--- src/rtl/alu_cmd_sequencer.sv ---
// Single-outstanding command sequencer in front of a 1-cycle registered ALU.
// Rejects NOP and divide-by-zero without touching the ALU; otherwise issues, waits, and returns the selected result.
module alu_cmd_sequencer #(
  parameter int unsigned A_WIDTH     = 16,
  parameter int unsigned B_WIDTH     = 16,
  parameter int unsigned ARITH_WIDTH = 32,
  parameter int unsigned LOGIC_WIDTH = 16,
  parameter int unsigned CMP_WIDTH   = 16,
  parameter int unsigned SHIFT_WIDTH = 16
) (
  input  logic                   CLK,
  input  logic                   RST,
  input  logic                   CMD_VALID,
  output logic                   CMD_READY,
  input  logic [A_WIDTH-1:0]     CMD_A,
  input  logic [B_WIDTH-1:0]     CMD_B,
  input  logic [3:0]             CMD_FUNC,
  output logic [A_WIDTH-1:0]     ALU_A,
  output logic [B_WIDTH-1:0]     ALU_B,
  output logic [3:0]             ALU_FUNC,
  input  logic [ARITH_WIDTH-1:0] ALU_ARITH_OUT,
  input  logic                   ALU_CARRY_OUT,
  input  logic [LOGIC_WIDTH-1:0] ALU_LOGIC_OUT,
  input  logic [CMP_WIDTH-1:0]   ALU_CMP_OUT,
  input  logic [SHIFT_WIDTH-1:0] ALU_SHIFT_OUT,
  input  logic                   ALU_ARITH_FLAG,
  input  logic                   ALU_LOGIC_FLAG,
  input  logic                   ALU_CMP_FLAG,
  input  logic                   ALU_SHIFT_FLAG,
  output logic                   RSP_VALID,
  input  logic                   RSP_READY,
  output logic [ARITH_WIDTH-1:0] RSP_DATA,
  output logic                   RSP_CARRY,
  output logic                   RSP_ERR,
  output logic [15:0]            TXN_COUNT
);

  localparam logic [3:0] FUNC_NOP = 4'b1000;
  localparam logic [3:0] FUNC_DIV = 4'b0011;

  typedef enum logic [1:0] {ST_IDLE, ST_ISSUE, ST_WAIT, ST_RESP} state_e;

  state_e                 state_q, state_d;
  logic [1:0]             cls_q, cls_d;
  logic [A_WIDTH-1:0]     alu_a_q, alu_a_d;
  logic [B_WIDTH-1:0]     alu_b_q, alu_b_d;
  logic [3:0]             alu_func_q, alu_func_d;
  logic                   cmd_ready_q, cmd_ready_d;
  logic                   rsp_valid_q, rsp_valid_d;
  logic [ARITH_WIDTH-1:0] rsp_data_q, rsp_data_d;
  logic                   rsp_carry_q, rsp_carry_d;
  logic                   rsp_err_q, rsp_err_d;
  logic [15:0]            txn_count_q, txn_count_d;

  // Next-state and registered-output logic
  always_comb begin
    state_d     = state_q;
    cls_d       = cls_q;
    alu_a_d     = alu_a_q;
    alu_b_d     = alu_b_q;
    alu_func_d  = FUNC_NOP;
    rsp_data_d  = rsp_data_q;
    rsp_carry_d = rsp_carry_q;
    rsp_err_d   = rsp_err_q;
    txn_count_d = txn_count_q;

    case (state_q)
      ST_IDLE: begin
        if (CMD_VALID) begin
          cls_d = CMD_FUNC[3:2];
          if (CMD_FUNC == FUNC_NOP || (CMD_FUNC == FUNC_DIV && CMD_B == '0)) begin
            state_d     = ST_RESP;
            rsp_data_d  = '0;
            rsp_carry_d = 1'b0;
            rsp_err_d   = 1'b1;
          end else begin
            state_d    = ST_ISSUE;
            alu_a_d    = CMD_A;
            alu_b_d    = CMD_B;
            alu_func_d = CMD_FUNC;
          end
        end
      end
      ST_ISSUE: state_d = ST_WAIT;
      ST_WAIT: begin
        // ALU result is valid now; capture the class chosen at acceptance
        state_d     = ST_RESP;
        rsp_carry_d = 1'b0;
        case (cls_q)
          2'b00: begin
            rsp_data_d  = ALU_ARITH_OUT;
            rsp_carry_d = ALU_CARRY_OUT;
            rsp_err_d   = ~ALU_ARITH_FLAG;
          end
          2'b01: begin
            rsp_data_d = ARITH_WIDTH'(ALU_LOGIC_OUT);
            rsp_err_d  = ~ALU_LOGIC_FLAG;
          end
          2'b10: begin
            rsp_data_d = ARITH_WIDTH'(ALU_CMP_OUT);
            rsp_err_d  = ~ALU_CMP_FLAG;
          end
          default: begin
            rsp_data_d = ARITH_WIDTH'(ALU_SHIFT_OUT);
            rsp_err_d  = ~ALU_SHIFT_FLAG;
          end
        endcase
      end
      ST_RESP: begin
        if (RSP_READY) begin
          state_d     = ST_IDLE;
          txn_count_d = txn_count_q + 16'd1;
        end
      end
      default: state_d = ST_IDLE;
    endcase

    cmd_ready_d = (state_d == ST_IDLE);
    rsp_valid_d = (state_d == ST_RESP);
  end

  always_ff @(posedge CLK) begin
    if (!RST) begin
      state_q     <= ST_IDLE;
      cls_q       <= 2'b00;
      alu_a_q     <= '0;
      alu_b_q     <= '0;
      alu_func_q  <= FUNC_NOP;
      cmd_ready_q <= 1'b1;
      rsp_valid_q <= 1'b0;
      rsp_data_q  <= '0;
      rsp_carry_q <= 1'b0;
      rsp_err_q   <= 1'b0;
      txn_count_q <= 16'd0;
    end else begin
      state_q     <= state_d;
      cls_q       <= cls_d;
      alu_a_q     <= alu_a_d;
      alu_b_q     <= alu_b_d;
      alu_func_q  <= alu_func_d;
      cmd_ready_q <= cmd_ready_d;
      rsp_valid_q <= rsp_valid_d;
      rsp_data_q  <= rsp_data_d;
      rsp_carry_q <= rsp_carry_d;
      rsp_err_q   <= rsp_err_d;
      txn_count_q <= txn_count_d;
    end
  end

  assign CMD_READY = cmd_ready_q;
  assign ALU_A     = alu_a_q;
  assign ALU_B     = alu_b_q;
  assign ALU_FUNC  = alu_func_q;
  assign RSP_VALID = rsp_valid_q;
  assign RSP_DATA  = rsp_data_q;
  assign RSP_CARRY = rsp_carry_q;
  assign RSP_ERR   = rsp_err_q;
  assign TXN_COUNT = txn_count_q;

endmodule

--- config.mk ---
export PLATFORM = sky130hd
export DESIGN_NAME = alu_cmd_sequencer
export DESIGN_NICKNAME = d
export VERILOG_FILES = /design/src/rtl/alu_cmd_sequencer.sv
export SDC_FILE = /design/constraint.sdc
export NUM_CORES = 1
export LEC_CHECK = 0
export CAP_MARGIN = 10
export CORE_ASPECT_RATIO = 1.2
export CORE_MARGIN = 10
export CORE_UTILIZATION = 40
export CTS_BUF_LIST = sky130_fd_sc_hd__clkbuf_4 sky130_fd_sc_hd__clkbuf_8
export CTS_CLUSTER_SIZE = 24
export DETAILED_ROUTE_END_ITERATION = 8
export PLACE_DENSITY = 0.82
export SYNTH_ARGS = -nofsm -noshare
export SYNTH_HDL_FRONTEND = slang
export SYNTH_SLANG_ARGS = --single-unit
--- constraint.sdc ---
create_clock -name CLK -period 1.95 [get_ports CLK]
set_clock_uncertainty 0.05 [all_clocks]
set_input_delay 0.39 -clock CLK [delete_from_list [all_inputs] [get_ports CLK]]
set_output_delay 0.39 -clock CLK [all_outputs]
set_load 0.01 [all_outputs]
==> flow_summary.yaml, run 1 <==
worst_setup_path:
  setup.worst_path.start_class: "input port"
  worstSetupPathType: "input port to register"
  critPathArrivalTime_ps: 2110
  rr_endpoint: "TXN_COUNT[12]"
  cpPeakStageDelay_ps: 440
  crit_path_top_delay_cell: "clkdlybuf4s50_1"
  startpoint: "CMD_B[2]"
  path_max_fanout: 32
  cp-end-kind: "register"
  crit_required_ps: 2150
  rrSetupSlack_ps: 170
  reg2reg_depth: 4
  reg2reg_from: "TXN_COUNT[4]"
  cp_cell_sequence: "clkdlybuf4s50_1, nor4_2, buf_4, and3_2, a21oi_2, buf_12, a22o_1"
sta:
  fmax_ghz: 0.5238
  slew_headroom_pct: 53.47
  hold_violations: 0
  setup-tns-final_ps: 0
  tightest_slew_ps: 697.2
  setup_viol: 0
  period_share_pct: 97.91
  timing.hold.ws_ps: 412.4
  fin_crit_ps: 1909
  drv_slew: 0
clock_network:
  cts_buffers: 9
  clockRootBuffer: "clkbuf_8"
  cts_hold_buf: 0
  cts_tree: "done"
  clkSinkCount: 92
  cts.htree.levels: 3
  cts.path.max_buffers: 2
  clkTransAtPathRegs_ps: 90
  clock_latency_ps: 360
placed_design:
  place.gp.congestion: 0.8941
  dp_hpwl_mm: 11.40
  port_buffers: 212
global_route:
  antenna_found_initial: 0
  grt_pass1_wl_mm: 21.58
  track_usage_pct: 19.40
  grt_pass1_vias: 3989
  grt_max_degree: 47
  overflow: 0
logic_synthesis:
  synthTopCellsByCount: "92 x dfxtp_1, 80 x nand2_1, 36 x mux2i_1"
  syn_area_per_cell_um2: 10.38
  ys_seq_elements: 92
  synth_edf_count: 0
  netlist_area_um2: 3901
  yosys.area.top_type: "dfxtp_1"
  synth_seq_area_share_pct: 47.21
  synth_nets: 502
  synth_top_area_share_pct: 47.21
  synth.most_common_cell: "dfxtp_1"
  yosysUniqueCellTypes: 39
  yosys_warnings: 0
  ys.flop_type: "dfxtp_1"
  synth_area_leaders: "dfxtp_1 47%, mux4_2 9.8%, mux2i_1 9.2%"
  async_flop_share_pct: 0
  synth_cells: 376
route:
  drc: 0
  ant_nets: 0
  vias_per_cell: 5.133
  wl_mm: 14.24
  drt_iter0_drc: 238
  vias: 3793
  first_pass_iters: 5
  wl_per_cell_um: 19.27
die:
  die_w_um: 110.2
  coreArea_um2: 9515
  rows: 39
  die_h_um: 128.2
  start_util_pct: 41.00
  dieArea_um2: 14120
  io_pins: 213
finish:
  fin_nets: 738
  drive_gt1_share_pct: 13.47
  antenna_cells: 0
  area_growth_pct: 69.15
worst_hold_path:
  hold_path_class: "input port to register"
  hold_depth: 3
  min_to: "ALU_FUNC[2]"
  min_from: "CMD_FUNC[2]"
run_status:
  status: "complete, no violations"
pwr:
  ir_drop_v: 0.0003721
  p_per_area_nw_per_um2: 627.1
  p_seq_share_pct: 49.1
  leakagePower_nw: 2.538
  p_sw_share_pct: 26.25
  internal_power_mw: 3.052
  power.net_switching_mw: 1.086
  clockPowerShare_pct: 28.5
  power_frac_comb_pct: 22.4
flow_run:
  drv_cap: 0
==> per-layer routing <==
metal	GRT usage (%)	up-vias	part of all wire, %
met5	0	-	0
met4	5.526	0	1.3
met3	6.439	16	9.0
met2	34.93	148	52
met1	20.86	1800	37
li1	-	1829	-
==> power groups by stage <==
stage	Combinational [mW]	Clock [mW]	Sequential, mW
2_1_floorplan	0.320	0	2.10
3_3_place_gp	0.906	0	2.07
3_5_place_dp	0.927	0	2.07
4_1_cts	0.932	1.21	2.03
5_1_grt	0.988	1.29	2.04
6_report	0.928	1.18	2.03
==> cell usage in the layout (no fill, tap or decap), drive strengths merged <==
cell | synthesis | routed
mux4 | 17 | 17
ha | 1 | 1
nand2b | 5 | 5
o21ai | 7 | 7
dfxtp | 92 | 92
mux2i | 36 | 36
nand3 | 6 | 6
nor3b | 2 | 2
xor2 | 6 | 6
nand3b | 1 | 1
or4b | 1 | 1
nor3 | 6 | 6
a2111oi | 2 | 2
and2b | 2 | 2
and3 | 6 | 6
o211ai | 1 | 1
or4 | 1 | 1
a32o | 1 | 1
a21oi | 10 | 10
clkinv | 1 | 4
and4 | 2 | 2
nand2 | 80 | 80
inv | 2 | 4
or3 | 4 | 4
clkdlybuf4s50 | 0 | 209
or2 | 1 | 1
nand4 | 5 | 5
dlymetal6s2s | 0 | 2
nor2 | 11 | 11
clkbuf | 11 | 10
and2 | 1 | 1
nor4 | 5 | 5
xnor2 | 2 | 2
buf | 13 | 38
a22o | 32 | 32
nor4b | 3 | 3
==> layout make-up <==
class / count / area [µm²]
Fill cell: 736 / 2917
Timing Repair Buffer: 249 / 2450
Multi-Input combinational cell: 257 / 1966
Sequential cell: 92 / 1844
Tap cell: 123 / 153.9
Clock buffer: 10 / 137.6
Clock inverter: 5 / 36.28
Inverter: 3 / 11.26
==> worst max path at each step <==
stage                    end  slack [ps]  cells past startpoint
2_1_floorplan  TXN_COUNT[12]         100                      5
3_3_place_gp       RSP_VALID        -390                      6
3_5_place_dp       RSP_VALID        -450                      7
4_1_cts            RSP_VALID          20                      7
5_1_grt            RSP_VALID          -5                      7
6_report        RSP_DATA[16]          40                      7
==> per-stage QoR <==
stage | cell area, µm² | cells | power, mW | utilization [%] | setup WS (ps)
3_5_place_dp | 6396 | 724 | 3.001 | 67.22 | -445.6
2_1_floorplan | 3901 | 376 | 2.424 | - | 99.39
5_1_grt | 6599 | 739 | 4.321 | 69.35 | -4.503
3_3_place_gp | 6396 | 724 | 2.975 | 67.22 | -387.2
4_1_cts | 6574 | 739 | 4.172 | 69.09 | 17.48
6_report | 6599 | 739 | 4.138 | 69.35 | 40.70
==> cell families (layout without fill, tap and decap cells) <==
family          after synthesis  in the layout  share of synthesized area (%)
fa+ha+maj                     1              1                         0.3207
buf+inv                      27            267                          3.335
flops                        92             92                          47.21
mux                          53             53                          19.05
xor+xnor                      8              8                          1.796
compound gates               53             53                          10.26
simple gates                142            142                          18.02
==> registers in the layout, indices dropped and copies added, names as in the netlist <==
register   cells
RSP_DATA      32
ALU_A         16
ALU_B         16
TXN_COUNT     16
ALU_FUNC       4
cls_q          2
state_q        2
CMD_READY      1
RSP_CARRY      1
RSP_ERR        1
RSP_VALID      1
==> worst max-delay path: cells and delay by family <==
kind | cells | cell delay [ps]
AO/OA/AOI/OAI | 2 | 340
buffers and inverters | 3 | 780
AND/OR/NAND/NOR | 2 | 600
==> repair_timing <==
action / CTS / global route
pin swaps: 0 / 1
cloned: 0 / 0
resized for setup: 2 / 8
setup buffers: 0 / 0
setup endpoints to repair: 7 / 43
No activity file was read; power rests on OpenSTA's default activity.
==> run 2, diff against run 1 <==
Settings changed: CORE_MARGIN 10 to unset.
==> run 2 against run 1 <==
Combinational power barely moved. Clock power rose by 4%. Flip-flop and latch count did not move. Critical path depth fell by 1. First-iteration DRC count fell by 31%. Register-to-register slack got worse by 40 ps. Utilization rose by 0.22 points. Maximum frequency rose by 0.37%. Sequential power barely moved. Count of clock-buffer cells in the layout fell by 1. Routed wire length fell by 15%. Global-route usage rose by 3.6 points.
==> flow_summary.yaml, run 2 (synthesized netlist as in run 1, its figures left out) <==
clock_network:
  clockRootBuffer: "clkbuf_8"
  clkTransAtPathRegs_ps: 100
  clock_latency_ps: 360
  cts_tree: "done"
  cts.htree.levels: 3
  cts_hold_buf: 0
  clkSinkCount: 92
  cts_buffers: 9
  cts.path.max_buffers: 2
pwr:
  p_per_area_nw_per_um2: 633.1
  ir_drop_v: 0.0005567
  leakagePower_nw: 2.544
  finalPower_mw: 4.191
worst_setup_path:
  reg2reg_from: "state_q[1]"
  crit_required_ps: 2150
  cp_cell_sequence: "clkdlybuf4s50_1, or4b_4, o211ai_1, a21oi_2, buf_12, a22o_1"
  crit_end: "RSP_DATA[0]"
  cpPeakStageDelay_ps: 560
  rrSetupSlack_ps: 130
  critPathArrivalTime_ps: 2100
  setup.worst_path.start_class: "input port"
  reg2reg_depth: 4
  crit_path_top_delay_cell: "or4b_4"
  cp.buffers_inverters: 2
  worstSetupPathType: "input port to register"
  path_max_fanout: 32
  cp.depth: 6
  cp-end-kind: "register"
  rr_endpoint: "TXN_COUNT[12]"
  critPathTopFamily: "buffers and inverters"
  startpoint: "CMD_FUNC[2]"
sta:
  fmax_ghz: 0.5257
  tightest_slew_ps: 708.5
  hold_violations: 0
  fin_crit_ps: 1902
  timing.hold.ws_ps: 322.9
  drv_slew: 0
  period_share_pct: 97.55
  fin_ws_ps: 47.82
  setup_viol: 0
  setup-tns-final_ps: 0
  slew_headroom_pct: 52.71
die:
  rows: 39
  coreArea_um2: 9515
  die_h_um: 110.2
  dieArea_um2: 10150
  die_w_um: 92.16
  io_pins: 213
  start_util_pct: 41.00
route:
  vias: 3785
  wl_mm: 12.11
  ant_nets: 0
  drc: 0
  drt_iter0_drc: 165
  vias_per_cell: 5.115
  first_pass_iters: 4
  wl_per_cell_um: 16.37
finish:
  fin_nets: 738
  antenna_cells: 0
  area_growth_pct: 69.69
  final_common_cell: "clkdlybuf4s50_1"
  final_cells: 740
  largest_reg_flops: 32
  n_fill_cell: 745
  layout_common_cells: "209 x clkdlybuf4s50_1, 90 x dfxtp_1, 80 x nand2_1, 36 x mux2i_1"
  drive_gt1_share_pct: 13.61
worst_hold_path:
  hold_path_class: "input port to register"
  min_from: "CMD_FUNC[3]"
placed_design:
  place.gp.congestion: 0.8278
  place_ws_ps: -406.9
  placed_cells: 722
  port_buffers: 212
  dp_hpwl_mm: 9.342
global_route:
  overflow: 0
  grt_max_degree: 41
  track_usage_pct: 22.99
  grt_pass1_vias: 3717
  antenna_found_initial: 0
  grt_pass1_wl_mm: 18.13
flow_run:
  drv_cap: 0
run_status:
  status: "complete, no violations"
-- run 2: worst register-to-register path: cells and delay by family (launching register included) --
family	cells	cell delay [ps]
compound gates	1	150
flops	1	510
simple gates	3	1040
-- run 2: worst min-delay path by stage --
| stage | end | slack [ps] | depth (start not counted) |
|---|---|---|---|
| 2_1_floorplan | ALU_A[0] | 430 | 2 |
| 3_3_place_gp | ALU_A[2] | 390 | 2 |
| 3_5_place_dp | ALU_A[7] | 400 | 2 |
| 4_1_cts | ALU_A[7] | 420 | 2 |
| 5_1_grt | ALU_FUNC[3] | 330 | 2 |
| 6_report | ALU_FUNC[3] | 320 | 2 |
-- run 2: cell type report --
class	count	area [µm²]	area share, %
repair buffers	249	2459	37.14
multi-input cells	257	1966	29.69
flip-flops and latches	92	1844	27.86
well taps	123	153.9	2.325
clock buffers	9	123.9	1.871
clock inverters	7	62.56	0.9450
inverters	3	11.26	0.1701
-- run 2: power breakdown --
part,leakage [nW],internal [mW],switching (mW)
Sequential,0.750,1.97,0.0574
Combinational,1.70,0.585,0.342
Clock,0.0936,0.496,0.738
Total,2.54,3.05,1.14
-- run 2: per-layer routing --
layer,track usage (%),routed length (µm),vias to the layer above
met1,24.74,4656,1768
li1,-,-,1837
met3,6.310,897,28
met2,42.22,6220,152
met5,0,0,-
met4,10.27,338,0
-- run 2: stage by stage --
step                      util (%)  instance area (µm²)
after floorplan                  -                 3901
after global placement       66.93                 6369
after detailed placement     66.93                 6369
after CTS                    68.93                 6559
after global routing         69.57                 6620
final                        69.57                 6620
-- run 2: timing repair --
action | CTS | global route
endpoints found under the setup margin | 18 | 68
setup buffers | 0 | 1
gates resized for setup | 1 | 10
pin swaps | 0 | 1
cloned | 0 | 1
